## src/rtl/atanh_inv_4bit_stream.sv

```systemverilog
// Streaming inverse-tanh lookup for 4-bit tanh codes: Q0.4 in, Q2.2 out.
// Two registered stages with valid/ready chaining and an output transfer counter.
module atanh_inv_4bit_stream #(
  parameter int TRUNC_BITS = 0,
  parameter int CNT_W      = 16
) (
  input  logic             clk,
  input  logic             reset,
  input  logic [3:0]       In,
  input  logic             in_valid,
  output logic             in_ready,
  output logic [3:0]       Out1,
  output logic             out_valid,
  input  logic             out_ready,
  output logic             sat_flag,
  output logic [CNT_W-1:0] xfer_count
);

  if (TRUNC_BITS < 0 || TRUNC_BITS > 2) begin : g_bad_trunc
    $error("atanh_inv_4bit_stream: TRUNC_BITS must be 0..2");
  end

  localparam logic [3:0] TRUNC_MASK = 4'hF << TRUNC_BITS;

  logic             r_s1_valid, r_s2_valid;
  logic [3:0]       r_s1_code, r_out;
  logic             r_sat;
  logic [CNT_W-1:0] r_cnt;
  logic             w_s1_load, w_s2_load, w_xfer;
  logic [3:0]       w_raw;

  // round-half-up of 4*atanh(code/16)
  always_comb begin
    w_raw = 4'd0;
    case (r_s1_code)
      4'd0, 4'd1:                   w_raw = 4'd0;
      4'd2, 4'd3, 4'd4, 4'd5:       w_raw = 4'd1;
      4'd6, 4'd7, 4'd8:             w_raw = 4'd2;
      4'd9, 4'd10, 4'd11:           w_raw = 4'd3;
      4'd12:                        w_raw = 4'd4;
      4'd13, 4'd14:                 w_raw = 4'd5;
      default:                      w_raw = 4'd7;
    endcase
  end

  assign w_xfer    = r_s2_valid & out_ready;
  assign w_s2_load = r_s1_valid & (~r_s2_valid | out_ready);
  assign w_s1_load = ~r_s1_valid | w_s2_load;

  always_ff @(posedge clk) begin
    if (!reset) begin
      r_s1_valid <= 1'b0;
      r_s2_valid <= 1'b0;
      r_s1_code  <= 4'd0;
      r_out      <= 4'd0;
      r_sat      <= 1'b0;
      r_cnt      <= '0;
    end else begin
      if (w_s1_load) begin
        r_s1_valid <= in_valid;
        if (in_valid) r_s1_code <= In;
      end
      // a load during a transfer replaces the output with no bubble
      if (w_s2_load) begin
        r_s2_valid <= 1'b1;
        r_out      <= w_raw & TRUNC_MASK;
        r_sat      <= (w_raw >= 4'd7);
      end else if (w_xfer) begin
        r_s2_valid <= 1'b0;
      end
      if (w_xfer) r_cnt <= r_cnt + CNT_W'(1);
    end
  end

  assign in_ready   = w_s1_load;
  assign out_valid  = r_s2_valid;
  assign Out1       = r_out;
  assign sat_flag   = r_sat;
  assign xfer_count = r_cnt;

endmodule
```

## config.mk

```make
export PLATFORM = sky130hd
export DESIGN_NAME = atanh_inv_4bit_stream
export DESIGN_NICKNAME = d
export VERILOG_FILES = /design/src/rtl/atanh_inv_4bit_stream.sv
export SDC_FILE = /design/constraint.sdc
export NUM_CORES = 1
export LEC_CHECK = 0
export BUFFER_PORTS_ARGS = -buffer_cell sky130_fd_sc_hd__buf_4
export CAP_MARGIN = 10
export CORE_MARGIN = 4
export CORE_UTILIZATION = 40
export CTS_BUF_LIST = sky130_fd_sc_hd__clkbuf_8
export DETAILED_ROUTE_END_ITERATION = 16
export GPL_TIMING_DRIVEN = 1
export SYNTH_ARGS = -nofsm -noshare
export SYNTH_HDL_FRONTEND = slang
export SYNTH_SLANG_ARGS = --single-unit
export TNS_END_PERCENT = 5
```

## constraint.sdc

```tcl
create_clock -name clk -period 2.6 [get_ports clk]
set_clock_uncertainty 0.2 [all_clocks]
set_input_delay 0.13 -clock clk [delete_from_list [all_inputs] [get_ports clk]]
set_output_delay 0.13 -clock clk [all_outputs]
set_load 0.02 [all_outputs]
```

**After elaboration in Yosys (flattened, before gate mapping)**

Memories as Yosys holds them, arrays and structs flattened. A register that Yosys moved wholly into a read port is not among the register bits.
Index checks and enable logic that the tools add are counted.

- Output and inout port bits: 23
- Bits in latches: 0
- Bits in writable memories: 0
- Word-level logic and storage cells: 21
- Memories kept: 1
- Input port bits: 8
- ROM bits: 48
- Flip-flop bits (word level): 27

- $add $sub $neg: 1
- Shifts and indexed selects: 0
- Equality and inequality tests: 0
- Order comparisons: 1
- Div/mod/pow operators: 0
- Muxes and demuxes: 4
- Multiply operators: 0
- Reductions and logical operators: 2
- Bitwise gates (word level): 6

Memory list:

| memory | depth | width | rd ports | clocked after Yosys merged registers in | write ports | RTL line | text |
|---|---|---|---|---|---|---|---|
| (name not given) | 16 | 3 | 1 | 1 | 0 | 35 | `case (r_s1_code)` |

Operator list:

| cell | count |
|---|---|
| adder 16 x 1 -> 16 bit (second input constant) | 1 |
| 2-to-1 mux 4 bit | 2 |
| greater-or-equal comparator 4 x 3 -> 1 bit (second input constant) | 1 |
| bitwise AND 1 bit | 2 |
| 2-to-1 mux 1 bit | 2 |
| NOT 1 bit | 2 |
| bitwise OR 1 bit | 2 |
| AND reduction 2 bit | 1 |
| nonzero test 2 bit | 1 |

**Logic depth before layout (Yosys ltp)**

Gate-level depths: netlist (run 1).

- Depth in word-level cells: 7
- Gate-level depth with buffers: 8
- Depth with buffers taken out: 7

**Worst setup path before layout (run 1)**

No wires, ideal clock.

- Kind: reg2reg
- Start: reg r_s2_valid (netlist: out_valid)
- End: reg w_raw[0] (netlist name)
- Clock period less this slack: 2.152 ns
- Buffers on the path: 1
- Stages on the path, launching flop included: 9
- Setup slack: 0.448 ns
- Setup time: 0.122 ns
- Data required time: 2.278 ns
- Arrival: 1.829 ns
- Path through: dfxtp_1 buf_2 nand3b_1 nand2_1 nand2_1 a21oi_1 ha_1 inv_1 o22ai_1

- Cells in the longest elaborated chain, start to end: 7

Ends and longest elaborated chain:

| what | RTL line | text |
|---|---|---|
| start: declaration | 25 | `logic r_s1_valid, r_s2_valid;` |
| start signal: assignment | 53 | `r_s2_valid <= 1'b0;` |
| start signal: assignment | 65 | `r_s2_valid <= 1'b1;` |
| start signal: assignment | 69 | `r_s2_valid <= 1'b0;` |
| NOT 1 bit | 47 | `assign w_s2_load = r_s1_valid & (~r_s2_valid \| out_ready);` |
| bitwise OR 1 bit | 47 |  |
| bitwise AND 1 bit | 47 |  |
| bitwise OR 1 bit | 48 | `assign w_s1_load = ~r_s1_valid \| w_s2_load;` |
| net in_ready | 11 | `output logic in_ready,` |
| AND reduction 2 bit (no line) | -- |  |
| 2-to-1 mux 4 bit (no line) (2 in a row) | -- |  |

The timed path passes the listed nets, and every way through them passes these cells.
A chain may end at the register's enable or synchronous reset.

**Worst setup path after layout (run 1)**

- Start: in out_ready
- End: reg w_raw[0] (netlist name)

- Cells in the longest elaborated chain, start to end: 6

Ends and longest elaborated chain:

| what | RTL line | text |
|---|---|---|
| start: declaration | 14 | `input logic out_ready,` |
| bitwise OR 1 bit | 47 |  |
| bitwise AND 1 bit | 47 |  |
| bitwise OR 1 bit | 48 |  |
| AND reduction 2 bit (no line) | -- |  |
| 2-to-1 mux 4 bit (no line) (2 in a row) | -- |  |

No other way between the ends.

==> results of run 1 <==
[layout by cell type (no fill, tap or decap), drive strengths merged, types with 2 or more instances in the layout]
cell	count
or3	2
mux2i	4
xnor2	7
o21ai	5
buf	29
clkbuf	6
nor3	5
nand4	6
dfxtp	29
nand2	18
nor4	4
nand3b	2
a21oi	14
xor2	4
inv	8
or2	2
nor2	15
nand3	12
dlygate4sd3	9
ha	2
[worst min-delay path: stages, from the launching register on]
cell     delay, ns
dfxtp_1       0.31
nand2_1       0.05
a21oi_1       0.05
[state kept, by name (all words and copies together), names as in the netlist]
signal / count
out_valid: 1
sat_flag: 1
w_raw: 3
xfer_count: 16
Out1: 3
r_s1_valid: 1
r_s1_code: 4
[final timing paths]
kind                                  to  cells past startpoint  slack, ns  startpoint
worst min-delay path            sat_flag                      2       0.26    sat_flag
worst max-delay path            w_raw[0]                      9       0.47   out_ready
worst max register to register  w_raw[0]                      7       0.56   out_valid
worst min register to register  sat_flag                      2       0.26    sat_flag
[per-stage QoR]
stage                     total power [W]  instances  cell area (sq um)
final                            0.000899        235               1710
after detailed placement         0.000534        219               1530
after CTS                        0.000908        235               1710
after floorplan                  0.000512        152               1290
after global placement           0.000533        219               1530
after global routing             0.000930        235               1710
[cell families after synthesis]
kind of cell,count (synthesis),share of synthesized area
AO/OA/AOI/OAI,22,0.0951
multiplexers,5,0.0398
AND/OR/NAND/NOR,69,0.275
other,1,0.00291
flip-flops,29,0.450
buffers and inverters,13,0.0427
XOR/XNOR,11,0.0748
adder cells (fa/ha/maj),2,0.0194
[report_power, final]
group	switching, W	internal [W]	leakage [nW]
sequential	0.00000951	0.000456	0.236
combinational	0.0000363	0.0000333	0.396
clock	0.000159	0.000205	0.0485
[layer usage]
metal,GRT usage,share of wire,up-vias
met1,0.183,0.48,545
met4,0.0633,0.018,0
li1,-,-,597
met5,0,0,-
met3,0.0572,0.064,7
met2,0.222,0.44,31
[Yosys cell counts, types with 2 or more instances]
master,count
or2_2,2
xor2_1,4
nand3_1,12
nand3b_1,2
nor4_1,4
mux2i_1,4
nand4_1,5
buf_1,2
buf_2,2
a21oi_1,14
nor3_1,5
ha_1,2
xnor2_1,7
nand2_1,18
o21ai_0,4
nor2_1,15
inv_1,6
dfxtp_1,29
[final cells by class]
type,count,share of cell area
inverters,7,0.0154
multi-input cells,110,0.382
clock inverters,1,0.00220
repair buffers,38,0.180
well taps,44,0.0322
clock buffers,6,0.0483
flip-flops and latches,29,0.340
[repair_timing]
action	CTS	global route
hold buffers	9	0
hold endpoints to repair	10	0
gates resized for setup	0	0
==> run summary, run 1 <==
Max Clk Rate = 0.470 GHz
Leakage = 0.680 nW
Avg Inst Size Synth = 8.48 sq um
Critical path's slowest cell = dlygate4sd3_1
Worst-path cell chain = dlygate4sd3_1, buf_4, nand3b_1, nand2_1, nand2_1, a21oi_1, ha_1, inv_1, o22ai_1
Unrepaired setup endpoints after global routing = no
Die X = 64.8 um
Setup bufs post-CTS = 0
Placer Congestion = 0.937
Pin count of the biggest net entering global routing = 29
Drt pass-1 iters = 4
DP Wirelength = 1980 um
CP Data Required Time = 2.55 ns
Final Core Density = 0.555
Clk root buf = clkbuf_8
GR Overflow Total = 0
Final antenna-violating net count = 0
Ports = 31
Longest Clk Path Bufs = 2
Crit Path Class = input pin to flop
Area Overhead vs Synth = 32.6%
Port Buffers = 29
CP peak stage delay = 0.54 ns
Setup crit end kind = flop
Setup ws final = 0.471 ns
Crit path buffers/inverters = 3
Unique cell type count in the Yosys netlist = 33
Vias in the first global route = 1083
Vias/cell = 5.02
Initial antenna violation count = 0
Pwr/cell area = 526 nW/um^2
H-tree depth = 2
Die H = 64.8 um
Hold slack = 0.258 ns
Overall routing resource usage = 0.146
Tcrit/Tclk final = 0.819
Number of CTS-inserted buffers = 5
Final setup viols = 0
Async SR Flop Fraction = 0
Ys flop type = dfxtp_1
CTS tree = yes
Die area = 4190 sq um
Number of flops mapped to enable cells by yosys = 0
Multi-input gate area = 653 sq um
Share of cells above drive strength 1 = 0.230
Status = complete, no violations
Synth top area cells = dfxtp_1 45%, a21oi_1 5.4%, nand2_1 5.2%
Post-synth top area share = 0.450
FF/Latch Area = 581 sq um
Total Wirelength = 2750 um
# rows = 20
Synth Instances = 152
Setup TNS = 0 ns
Fin crit period = 2.13 ns
Slew Limit Fails = 0
Clock sink total = 29
Core box area = 3080 sq um
First-pass GRT wire length = 4780 um
# fillers = 304
Ant. Diodes = 0
WL/cell = 11.7 um
Synth warn = 0
Synth Register Bits = 29
Synth Cell Area = 1290 sq um
Syn nets = 162
Starting density of the core = 0.419
Clock transition at path regs = 0.06 ns
Nets@finish = 201
Count of final hold-check violations = 0
Delay-heaviest family, CP = buffers and inverters
Worst Hold Class = flop to flop
Remaining DRCs = 0
Worst skew pair latency = 0.28 ns
Worst vdd ir = 266 uV
Sequential share of the synthesized area = 0.450
Critical path's most frequent cell = nand2_1
Setup crit start kind = input pin
Max FO, Critical Path = 9
Via count = 1180
Max_cap viols = 0
Worst EP arrival = 2.08 ns
Detailed Route Iter0 Violations = 52
DP Worst Slack = 0.576 ns
Dominant cell type by area after synthesis = dfxtp_1
Power figures use the tool's default switching activity.
==> run 2: changes to the inputs <==
==> constraint.sdc (replaced) <==
create_clock -name clk -period 1.8 [get_ports clk]
set_clock_uncertainty 0.2 [all_clocks]
set_input_delay 0.09 -clock clk [delete_from_list [all_inputs] [get_ports clk]]
set_output_delay 0.09 -clock clk [all_outputs]
set_load 0.02 [all_outputs]
==> run 2 against run 1 <==
Net effect: combinational power is 57% higher; die area is the same; worst setup slack got worse by 0.43 ns; hold slack got worse by 0.25 ns; routed wire length is 8.1% higher; utilization up 4.9 points; register-to-register slack lost 0.52 ns; cell count is 6.8% higher; final area rose by 8.9%; power is 42% higher; count of clock-buffer cells in the layout down 1; critical path type is now flop to flop; highest routed layer unchanged.
==> run summary, run 2 (synthesized netlist as in run 1, its figures left out) <==
Share of cells above drive strength 1 = 0.338 (+0.108)
Die H = 64.8 um (unchanged)
# rows = 20 (unchanged)
Number of CTS-inserted buffers = 5 (unchanged)
Worst Hold Class = input pin to flop
Tcrit/Tclk final = 0.977
Drt pass-1 iters = 5 (+1)
DP Wirelength = 2160 um (+9.1%)
Pwr/cell area = 687 nW/um^2 (+31%)
Via count = 1221 (+3.5%)
First-pass GRT wire length = 5270 um (+10%)
Area Overhead vs Synth = 44.4%
Leakage = 0.773 nW (+14%)
Hold Crit Start = out_ready
WL/cell = 11.8 um (+1.2%)
CP peak stage delay = 0.53 ns (about the same)
R2r endpoint = xfer_count[13]
Most common cell after layout, fill and taps aside = buf_4
Clk root buf = clkbuf_8
DP Worst Slack = 0.0546 ns (-0.521 ns)
Worst min-delay path endpoint = xfer_count[2]
Setup ws final = 0.0406 ns (-0.430 ns)
Worst EP arrival = 1.77 ns (-0.31 ns)
Clock transition at path regs = 0.06 ns (about the same)
Final setup viols = 0 (unchanged)
Vias/cell = 4.86 (-3.1%)
# fillers = 295 (-3.0%)
Ant. Diodes = 0 (unchanged)
Detailed Route Iter0 Violations = 42 (-19%)
Critical path's slowest cell = or4_4
Worst vdd ir = 436 uV (+64%)
CTS tree = yes
H-tree depth = 2 (unchanged)
Unrepaired setup endpoints after global routing = yes
Core box area = 3080 sq um (unchanged)
Overall routing resource usage = 0.162 (+0.0157)
Count of final hold-check violations = 0 (unchanged)
Max_cap viols = 0 (unchanged)
Delay-heaviest family, CP = simple AND/OR/NAND/NOR gates
Die X = 64.8 um (unchanged)
Final antenna-violating net count = 0 (unchanged)
Setup crit end kind = flop
Setup bufs post-CTS = 0 (unchanged)
Starting density of the core = 0.419 (unchanged)
Ports = 31 (unchanged)
Crit Path Class = flop to flop
Reg2reg path depth = 4 (-3)
GR Overflow Total = 0 (unchanged)
Vias in the first global route = 1246 (+15%)
Status = complete, no violations
Pin count of the biggest net entering global routing = 16 (-45%)
Port Buffers = 29 (unchanged)
Fin crit period = 1.76 ns
Most frequent cells in the layout = 43 x buf_4, 24 x dfxtp_1, 17 x nand2_1, 15 x nor2_1, 13 x a21oi_1
Nets@finish = 216 (+7.5%)
Power Total = 0.00128 W (+42%)
Max FO, Critical Path = 3 (-6)
CP Data Required Time = 1.81 ns (-0.74 ns)
Initial antenna violation count = 0 (unchanged)
Die area = 4190 sq um (unchanged)
Largest register FFs = 16 (unchanged)
Clock sink total = 29 (unchanged)
Hold depth = 4 (+2)
Worst skew pair latency = 0.28 ns (about the same)
Critical R2R Launch = xfer_count[6]
Placer Congestion = 0.811 (-13%)
Total Wirelength = 2970 um (+8.1%)
Remaining DRCs = 0 (unchanged)
Crit path buffers/inverters = 0 (-3)
Longest Clk Path Bufs = 2 (unchanged)
Reg2reg setup slack = 0.04 ns (-0.52 ns)
Setup crit start kind = flop
Worst-path cell chain = nand4_4, or4_4, or3_4, a21oi_2
Slew Limit Fails = 0 (unchanged)
Hold slack = 0.00910 ns (-0.249 ns)
Max Clk Rate = 0.568 GHz
-- run 2: cell type report --
class	count	area, sq um	area share
Inverter	7	26.3	0.0141
Timing Repair Buffer	53	429	0.231
Sequential cell	29	592	0.318
Clock buffer	5	68.8	0.0370
Multi-Input combinational cell	110	676	0.363
Tap cell	44	55.1	0.0296
Clock inverter	3	13.8	0.00740
-- run 2: through the flow --
stage,std cells,TNS [ns],util,instance area [sq um]
after floorplan,152,-0.330,-,1310
after global placement,234,0,0.538,1660
after detailed placement,234,0,0.538,1660
after CTS,251,0,0.594,1830
after global routing,251,-0.0316,0.604,1860
final,251,0,0.604,1860
-- run 2: timing repair --
action,4_1_cts,5_1_grt
resized for setup,0,8
hold buffers,9,0
setup endpoints to repair,0,6
hold endpoints to repair,11,0
-- run 2: how the worst max path moves through the flow --
stage          slack [ns]              to  cells past startpoint          start
2_1_floorplan       -0.12        w_raw[0]                      8      out_valid
3_3_place_gp         0.06  xfer_count[13]                      4  xfer_count[6]
3_5_place_dp         0.05  xfer_count[13]                      4  xfer_count[6]
4_1_cts              0.03  xfer_count[13]                      4  xfer_count[6]
5_1_grt             -0.02  xfer_count[14]                      4  xfer_count[0]
6_report             0.04  xfer_count[13]                      4  xfer_count[6]
-- run 2: power breakdown --
| group | switching, W | internal (W) |
|---|---|---|
| Combinational | 0.0000557 | 0.0000528 |
| Sequential | 0.0000123 | 0.000656 |
| Clock | 0.000241 | 0.000261 |
-- run 2: metal layers --
layer / GRT usage / vias up / part of all wire
met2: 0.268 / 29 / 0.48
met4: 0.0607 / 0 / 0.0064
met1: 0.187 / 562 / 0.45
met5: 0 / - / 0
li1: - / 628 / -
met3: 0.0641 / 2 / 0.061
-- run 2: tightest hold or removal path, stage by stage --
cell and delay, ns:
buf_4 0.13, nand3_1 0.09, xor2_1 0.06, nor2_1 0.08
